<file path="src/rtl/multi_channel_timer.sv">
// Multi-channel scheduled timer: N_CH programmable daily-style channels plus one manual channel.
// Front-panel buttons are synchronised and edge-detected here; time base from an internal prescaler.
module multi_channel_timer #(
  parameter int unsigned N_CH     = 2,
  parameter int unsigned TW       = 5,
  parameter int unsigned PERIOD   = 24,
  parameter int unsigned TICK_DIV = 1,
  localparam int unsigned SW      = $clog2(3 * N_CH)
) (
  input  logic            clk,
  input  logic            rst,
  input  logic            b_sel,
  input  logic            b_inc,
  input  logic            b_man_dur,
  input  logic            man_trig,
  output logic [N_CH-1:0] ch_out,
  output logic            any_out,
  output logic            man_out,
  output logic [TW-1:0]   time_now,
  output logic [SW-1:0]   sel_field
);

  localparam int unsigned PW = (TICK_DIV > 1) ? $clog2(TICK_DIV) : 1;

  typedef enum logic {StIdle, StActive} state_e;

  // Button order: [0] b_sel, [1] b_inc, [2] b_man_dur, [3] man_trig
  logic [3:0] btn, sync1_q, sync2_q, prev_q, pulse;

  assign btn   = {man_trig, b_man_dur, b_inc, b_sel};
  assign pulse = sync2_q & ~prev_q;

  always_ff @(posedge clk or posedge rst) begin
    if (rst) begin
      sync1_q <= '0;
      sync2_q <= '0;
      prev_q  <= '0;
    end else begin
      sync1_q <= btn;
      sync2_q <= sync1_q;
      prev_q  <= sync2_q;
    end
  end

  logic [PW-1:0] presc_q;
  logic          tick;
  logic [TW-1:0] time_q, next_t;

  assign tick   = (presc_q == PW'(TICK_DIV - 1));
  assign next_t = (time_q == TW'(PERIOD - 1)) ? '0 : time_q + 1'b1;

  always_ff @(posedge clk or posedge rst) begin
    if (rst) begin
      presc_q <= '0;
      time_q  <= '0;
    end else begin
      presc_q <= tick ? '0 : presc_q + 1'b1;
      if (tick) time_q <= next_t;
    end
  end

  logic [N_CH-1:0][TW-1:0] start_q, dur_q;
  logic [N_CH-1:0]         en_q;
  logic [TW-1:0]           man_dur_q;
  logic [SW-1:0]           sel_q;

  // Increment acts on the pre-advance selection when both pulses coincide
  always_ff @(posedge clk or posedge rst) begin
    if (rst) begin
      start_q   <= '0;
      dur_q     <= '0;
      en_q      <= '0;
      man_dur_q <= '0;
      sel_q     <= '0;
    end else begin
      for (int unsigned i = 0; i < N_CH; i++) begin
        if (pulse[1] && sel_q == SW'(3 * i))     start_q[i] <= start_q[i] + 1'b1;
        if (pulse[1] && sel_q == SW'(3 * i + 1)) dur_q[i]   <= dur_q[i] + 1'b1;
        if (pulse[1] && sel_q == SW'(3 * i + 2)) en_q[i]    <= ~en_q[i];
      end
      if (pulse[2]) man_dur_q <= man_dur_q + 1'b1;
      if (pulse[0]) sel_q <= (sel_q == SW'(3 * N_CH - 1)) ? '0 : sel_q + 1'b1;
    end
  end

  state_e                  ch_st_q [N_CH];
  logic [N_CH-1:0][TW-1:0] ch_rem_q;
  logic [N_CH-1:0]         ch_out_q, ch_out_d, start_hit, expire;
  logic                    any_q;

  always_comb begin
    start_hit = '0;
    expire    = '0;
    ch_out_d  = ch_out_q;
    for (int unsigned i = 0; i < N_CH; i++) begin
      start_hit[i] = (next_t == start_q[i]) && (dur_q[i] != '0);
      expire[i]    = (ch_st_q[i] == StActive) && (ch_rem_q[i] == TW'(1));
      if (!en_q[i])                 ch_out_d[i] = 1'b0;
      else if (tick && start_hit[i]) ch_out_d[i] = 1'b1;
      else if (tick && expire[i])    ch_out_d[i] = 1'b0;
    end
  end

  always_ff @(posedge clk or posedge rst) begin
    if (rst) begin
      for (int unsigned i = 0; i < N_CH; i++) ch_st_q[i] <= StIdle;
      ch_rem_q <= '0;
      ch_out_q <= '0;
      any_q    <= 1'b0;
    end else begin
      for (int unsigned i = 0; i < N_CH; i++) begin
        if (!en_q[i]) begin
          ch_st_q[i] <= StIdle;
        end else if (tick) begin
          if (start_hit[i]) begin
            ch_st_q[i]  <= StActive;
            ch_rem_q[i] <= dur_q[i];
          end else if (expire[i]) begin
            ch_st_q[i] <= StIdle;
          end else if (ch_st_q[i] == StActive) begin
            ch_rem_q[i] <= ch_rem_q[i] - 1'b1;
          end
        end
      end
      ch_out_q <= ch_out_d;
      any_q    <= |ch_out_d;
    end
  end

  state_e        man_st_q;
  logic [TW-1:0] man_rem_q;
  logic          man_out_q;

  // Trigger wins over a coincident tick; no retrigger while active
  always_ff @(posedge clk or posedge rst) begin
    if (rst) begin
      man_st_q  <= StIdle;
      man_rem_q <= '0;
      man_out_q <= 1'b0;
    end else if (pulse[3] && man_st_q == StIdle && man_dur_q != '0) begin
      man_st_q  <= StActive;
      man_rem_q <= man_dur_q;
      man_out_q <= 1'b1;
    end else if (tick && man_st_q == StActive) begin
      if (man_rem_q == TW'(1)) begin
        man_st_q  <= StIdle;
        man_out_q <= 1'b0;
      end else begin
        man_rem_q <= man_rem_q - 1'b1;
      end
    end
  end

  assign ch_out    = ch_out_q;
  assign any_out   = any_q;
  assign man_out   = man_out_q;
  assign time_now  = time_q;
  assign sel_field = sel_q;

endmodule

</file>
<file path="config.mk">
export PLATFORM = sky130hd
export DESIGN_NAME = multi_channel_timer
export DESIGN_NICKNAME = d
export VERILOG_FILES = /design/src/rtl/multi_channel_timer.sv
export SDC_FILE = /design/constraint.sdc
export NUM_CORES = 1
export LEC_CHECK = 0
export ABC_AREA = 1
export CORE_UTILIZATION = 60
export CTS_BUF_LIST = sky130_fd_sc_hd__clkbuf_8
export DETAILED_ROUTE_END_ITERATION = 10
export GPL_TIMING_DRIVEN = 0
export PLACE_DENSITY = 0.79
export SETUP_SLACK_MARGIN = 0.1
export SLEW_MARGIN = 20
export SYNTH_ARGS = -nofsm -noshare
export SYNTH_HDL_FRONTEND = slang
export SYNTH_SLANG_ARGS = --single-unit
export TNS_END_PERCENT = 1
</file>
<file path="constraint.sdc">
create_clock -name clk -period 3.71 [get_ports clk]
set_input_delay 0.371 -clock clk [delete_from_list [all_inputs] [get_ports clk]]
set_output_delay 0.371 -clock clk [all_outputs]
set_load 0.05 [all_outputs]
</file>
==> flow_summary.yaml <==
synthesis:
  synth_fp_nets: 417
  synth.area.top_cells: "dfrtp_1 (49%), nand2_1 (11%), xor2_1 (6.5%)"
  synthCells: 395
  yosysSeqAreaShare_pct: 48.69
  async_reset_ff_share_pct: 100.0
  yosysTopAreaCell: "dfrtp_1"
  synth_top_area_share_pct: 48.69
  post_synth.cell_area_avg_sq_um: 8.847
  ys_warn_count: 0
  synth.distinct_cells: 31
  syn_area_sq_um: 3495
  synth_flop_cell: "dfrtp_1"
  synth_seq_cells: 68
  synth_edf_count: 0
worst_setup_path:
  r2r_start: "time_now[0]"
  reg2reg_slack_ns: 1.69
  cp-start-kind: "flip-flop"
  path_max_fanout: 5
  worst-path-buf-inv: 1
  arrival_ns: 1.66
  path_cells: "clkdlybuf4s50_1"
  worstSetupPathType: "reg2out"
  required_ns: 3.34
  crit_family: "buffers and inverters"
  rr_worst_depth: 13
  crit_path_top_delay_cell: "clkdlybuf4s50_1"
  cp_slowest_stage_delay_ns: 0.86
  end_kind: "primary output"
  r2r_end: "ch_rem_q[0]"
sta:
  finalSetupTns_ns: 0
  tightest_slew_ns: 0.5038
  finalClockSkew_ns: 0.007644
  max_freq_mhz: 491.3
  slew_headroom_pct: 66.31
  hold_viol: 0
  finalMaxSlewViolations: 0
  finalCritPeriodShare_pct: 54.87
  finalCriticalPeriod_ns: 2.036
  rsz0062_at_grt: "false"
  setup_violations: 0
detailed_routing:
  first_pass_iters: 5
  drc_errors: 0
  initialDrtViolationCount: 78
  wl_per_cell_microns: 11.88
  dr_total_vias: 2501
  ant_nets: 0
  finalWirelength_microns: 5929
  vias_per_cell: 5.012
clock_tree:
  cts_tree: "done"
  ctsRootBufferMaster: "clkbuf_8"
  clkSinkCount: 68
  clk_latency_ns: 0.34
  cts-resized-gates: 0
  clkSlewWorstSetupHoldPaths_ns: 0.07
  cts-hold-fix-buffers: 0
  clockBufferDepth: 2
  cts_made_buffers: 9
  cts_setup_buffers: 0
  htreeDepth: 3
layout:
  antenna_cells: 0
  area_delta_synth_final_pct: 13.32
  final_cells: 499
  num-fill-cells: 433
  drive_gt1_share_pct: 9.602
  final_common_cell: "nand2_1"
  finalNetCount: 446
  fin_util_pct: 71.04
  final_cell_mix: "nand2_1 (103), dfrtp_1 (68), inv_1 (59)"
pwr:
  vdd_ir_drop_max_mv: 0.3777
  total_power_mw: 2.927
  leakagePower_nw: 2.048
  cellPowerDensity_nw_per_um2: 739.0
placement:
  io_buffers: 17
  placedCellCount: 485
  dp_hpwl_microns: 4410
  finalWeightedCongestion: 0.8465
floorplanning:
  rows: 27
  dieArea_sq_um: 6133
  ioPinCount: 18
  start_util_pct: 62.69
  die_h_microns: 78.32
  die_x_microns: 78.32
  core_sq_um: 5574
run_status:
  status: "complete, no violations"
global_routing:
  grtUsageTotal_pct: 21.75
  grt_start_max_net_pins: 55
  grt_overflow: 0
  grt_pass1_vias: 2430
  grt_pass1_wl_microns: 10210
  antenna_found_initial: 0
flow_run:
  drv_cap: 0
min_path:
  hp-class: "in2async"
how the worst max path moves through the flow:
| stage | startpoint | to | depth (start not counted) |
|---|---|---|---|
| floorplan | rst | any_out | 1 |
| global placement | rst | sync1_q[0] | 2 |
| detailed placement | time_now[0] | ch_rem_q[6] | 13 |
| CTS | time_now[3] | time_now[3] | 1 |
| global route | time_now[0] | ch_rem_q[6] | 13 |
| finish | time_now[3] | time_now[3] | 1 |
power by group:
part / total [mW] / switching (mW) / internal, mW
combinational: 1.20 / 0.733 / 0.465
clock: 0.544 / 0.256 / 0.288
sequential: 1.18 / 0.218 / 0.966
synth_stat cells, drive strengths merged, types with 2 or more instances:
master  count
o21ai       8
ha         16
nand4      11
a21oi       6
nand2     114
xor2       26
inv        63
dfrtp      68
nor3        2
nand3      37
nand3b      2
xnor2       4
nor2       31
through the flow:
step                setup WS [ns]  hold slack, ns  instance area (sq um)
floorplan                   1.627          0.3312                   3495
global route                1.492          0.3349                   3960
CTS                         1.662          0.2990                   3960
finish                      1.674          0.3062                   3960
detailed placement          1.682          0.3433                   3785
global placement           0.5173          0.3327                   3755
kinds of logic (layout without fill, tap and decap cells):
group | Yosys count | in the layout | share of synthesized area (%)
mux | 1 | 1 | 0.3222
xor+xnor | 30 | 30 | 7.519
compound gates | 19 | 19 | 3.867
fa+ha+maj | 16 | 16 | 5.729
buf+inv | 63 | 95 | 6.910
flops | 68 | 68 | 48.69
simple gates | 198 | 198 | 26.96
sequential cells by signal, summed over array words and instances (netlist names):
name,flops
dur_q,10
ch_st_q,2
prev_q,4
sync2_q,4
man_out,1
sel_field,3
man_rem_q,5
en_q,2
start_q,10
sync1_q,4
any_out,1
ch_out,2
ch_rem_q,10
man_dur_q,5
time_now,5
routing by layer:
metal	part of all wire (%)	track usage, %	vias to the layer above
met5	0	0	-
met4	1.2	7.222	0
met3	3.1	6.860	7
met2	49	37.63	29
met1	47	25.54	1173
li1	-	-	1292
final cells by class:
type	instances	area, sq um	area share (%)
repair buffers	18	197.7	4.992
multi-input cells	264	1551	39.18
flip-flops and latches	68	1702	42.97
clock buffers	12	165.2	4.171
well taps	72	90.09	2.275
inverters	63	244.0	6.161
clock inverters	2	10.01	0.2528
(Power assumes the default switching activity.)
==> RTL edit (same flow settings) <==
`TW`: 5 -> 10.
--- a/src/rtl/multi_channel_timer.sv
+++ b/src/rtl/multi_channel_timer.sv
@@ -2,7 +2,7 @@
 // Front-panel buttons are synchronised and edge-detected here; time base from an internal prescaler.
 module multi_channel_timer #(
   parameter int unsigned N_CH     = 2,
-  parameter int unsigned TW       = 5,
+  parameter int unsigned TW       = 10,
   parameter int unsigned PERIOD   = 24,
   parameter int unsigned TICK_DIV = 1,
   localparam int unsigned SW      = $clog2(3 * N_CH)
Ports: changed (resized time_now); port bits go from 18 to 23. The function was not compared with the original's and may differ.
==> RTL edit against the original RTL <==
Die area grew 76%. Cell area is 77% higher. Final cell count grew 93%. Synthesized area grew 78%. Power up 69%. Via count increased by 100%. Wire length up 120%. Sequential cell count grew 45. Non-clock buffer count increased by 10. Worst setup slack got worse by 0.42 ns. Largest cell class is now multi-input gates.
==> RTL edit: results (changes against the original RTL) <==
** Synth
- Library cells used by synthesis :: 38 (+23%)
- The count of flip-flops with a built-in enable after synthesis is 0 (unchanged).
- The async set or reset register ratio after synthesis came to 100% (unchanged).
- The proportion of synthesized chip area in sequential cells came to 45.5% (-3.2 points).
- Post-synth net total :: 797 (+91%)
- The synthesized area per cell came to 8.03 sq um (-9.3%).
- The number of warnings printed during yosys synthesis came to 0 (unchanged).
- Ranking of synthesized cells by instance count :: nand2_1 (227), dfrtp_1 (113), inv_1 (111)
- Yosys top cell area share :: 45.5% (-3.2 points)
- Most used DFF post-synth :: dfrtp_1
- Largest cells by area after synthesis :: dfrtp_1 (45%), nand2_1 (14%), xor2_1 (7.5%)

** Place
- The placed cell area is 0.00664 sq mm (+75%).
- Port-buffer cells :: 22 (+5)
- The number of placed instances with taps included is 931 (+92%).
- The global placement routability congestion is 0.911 (+7.7%).
- Detail Placement HPWL :: 9580 um (+120%)

** Routing
- Total Wirelength :: 13000 um (+120%)
- The count of routing violations after the opening detailed-route iteration was 389 (+400%).
- Pre-antenna DRT Iters :: 5 (unchanged)
- The routed via count divided by cell count came to 5.28 (+5.3%).

** Pwr
- Peak supply drop :: 467 uV (+24%)
- The leakage power total is 3.58 nW (+75%).

** Clock network
- Clock transition at the registers of the reported paths :: 0.07 ns (about the same)
- Clock tree root buffer cell :: clkbuf_8
- Number of H-tree levels :: 4 (+1)
- The number of buffers created by CTS came to 17 (+8).
- Number of post-CTS setup repair buffers :: 0 (unchanged)
- The number of instances resized during post-cts repair was 0 (unchanged).
- CTS max path bufs :: 2 (unchanged)
- The latest clock arrival within the worst-skew pair came to 0.42 ns (+0.08 ns).

** Setup path
- Crit. Startpoint :: time_now[0]
- The largest stage delay on the critical path is 0.43 ns (-0.43 ns).
- The register-to-register path setup slack came to 1.25 ns (-0.44 ns).
- Number of cell instances on the worst register-to-register path :: 17 (+4)
- The cell family contributing the most delay on the critical path is simple AND/OR/NAND/NOR gates.
- The maximum fanout encountered on the critical timing path came to 10 (+5).
- Endpoint of the lowest-slack register-to-register path :: ch_rem_q[1]
- Worst-path cell with the longest stage delay :: dfrtp_1
- Data arrival time of the worst path :: 2.82 ns (+1.16 ns)

** Global route
- Largest net degree at the start of global routing :: 70 (+27%)
- Gr usage total :: 26.5% (+4.8 points)
- The global-route wire length before repair came to 23100 um (+130%).
- The number of antenna violations at the first check in global routing is 0 (unchanged).
- The number of global-route vias before repair was 5165 (+110%).

** Timing
- Largest clock skew in the final design :: 0.0124 ns (+0.00477 ns)
- Worst rel slew slack :: 57.3% (-9.0 points)

** Layout
- The post-layout net count came to 839 (+88%).
- Registers with the highest flip-flop counts :: ch_rem_q: 20 flops, dur_q: 20 flops, start_q: 20 flops
- Final standard cell count with taps included and fillers excluded :: 962 (+93%)
- Fraction of final layout cells sized beyond drive strength 1 :: 7.24% (-2.4 points)
- Post-layout utilization of the core :: 70.8% (-0.20 points)
- Antenna cells :: 0 (unchanged)

** Run status
- The run finished with clean final reports.

** Worst hold path
- The path class of the tightest hold or removal check is in -> async.
==> RTL edit: cells by family after synthesis <==
family / Yosys count / synth area share (%)
AO/OA/AOI/OAI: 41 / 4.10
XOR/XNOR: 65 / 9.15
adder cells (fa/ha/maj): 16 / 3.22
buffers and inverters: 118 / 7.54
flip-flops: 113 / 45.5
AND/OR/NAND/NOR: 422 / 30.5
==> RTL edit: worst max-delay path by stage <==
| stage | endpoint | slack, ns | depth (start not counted) |
|---|---|---|---|
| finish | ch_rem_q[1] | 1.25 | 17 |
| CTS | ch_rem_q[1] | 1.27 | 17 |
| detailed placement | ch_rem_q[1] | 1.30 | 17 |
| floorplan | any_out | 0.35 | 1 |
| global placement | prev_q[0] | -1.20 | 2 |
| global route | ch_rem_q[9] | 1.01 | 17 |
==> RTL edit: metrics by stage <==
step	worst slack (ns)	hold slack (ns)	TNS [ns]	power, mW
floorplan	0.352	0.331	0	3.36
global placement	-1.20	0.332	-134.45	3.75
detailed placement	1.30	0.336	0	3.82
CTS	1.27	0.341	0	4.96
global route	1.01	0.357	0	5.36
finish	1.25	0.342	0	4.96
==> RTL edit: final cells by class <==
type	count	area [sq um]
Fill cell	772	2890
Clock buffer	19	262
Multi-Input combinational cell	544	2920
Sequential cell	113	2830
Inverter	113	429
Buffer	5	45.0
Clock inverter	12	119
Tap cell	133	166
Timing Repair Buffer	23	248
==> RTL edit: where the power goes <==
group          total, mW  internal [mW]  switching, mW
registers           1.81           1.52          0.289
logic               2.02          0.755           1.27
clock network       1.12          0.619          0.501
==> RTL edit: metal layers <==
layer | GRT usage [%] | up-vias | routed length, um
met4 | 11.1 | 0 | 245
met1 | 34.2 | 2399 | 6020
met2 | 42.5 | 136 | 6150
met5 | 0 | - | 0
met3 | 6.86 | 21 | 606
li1 | - | 2521 | -
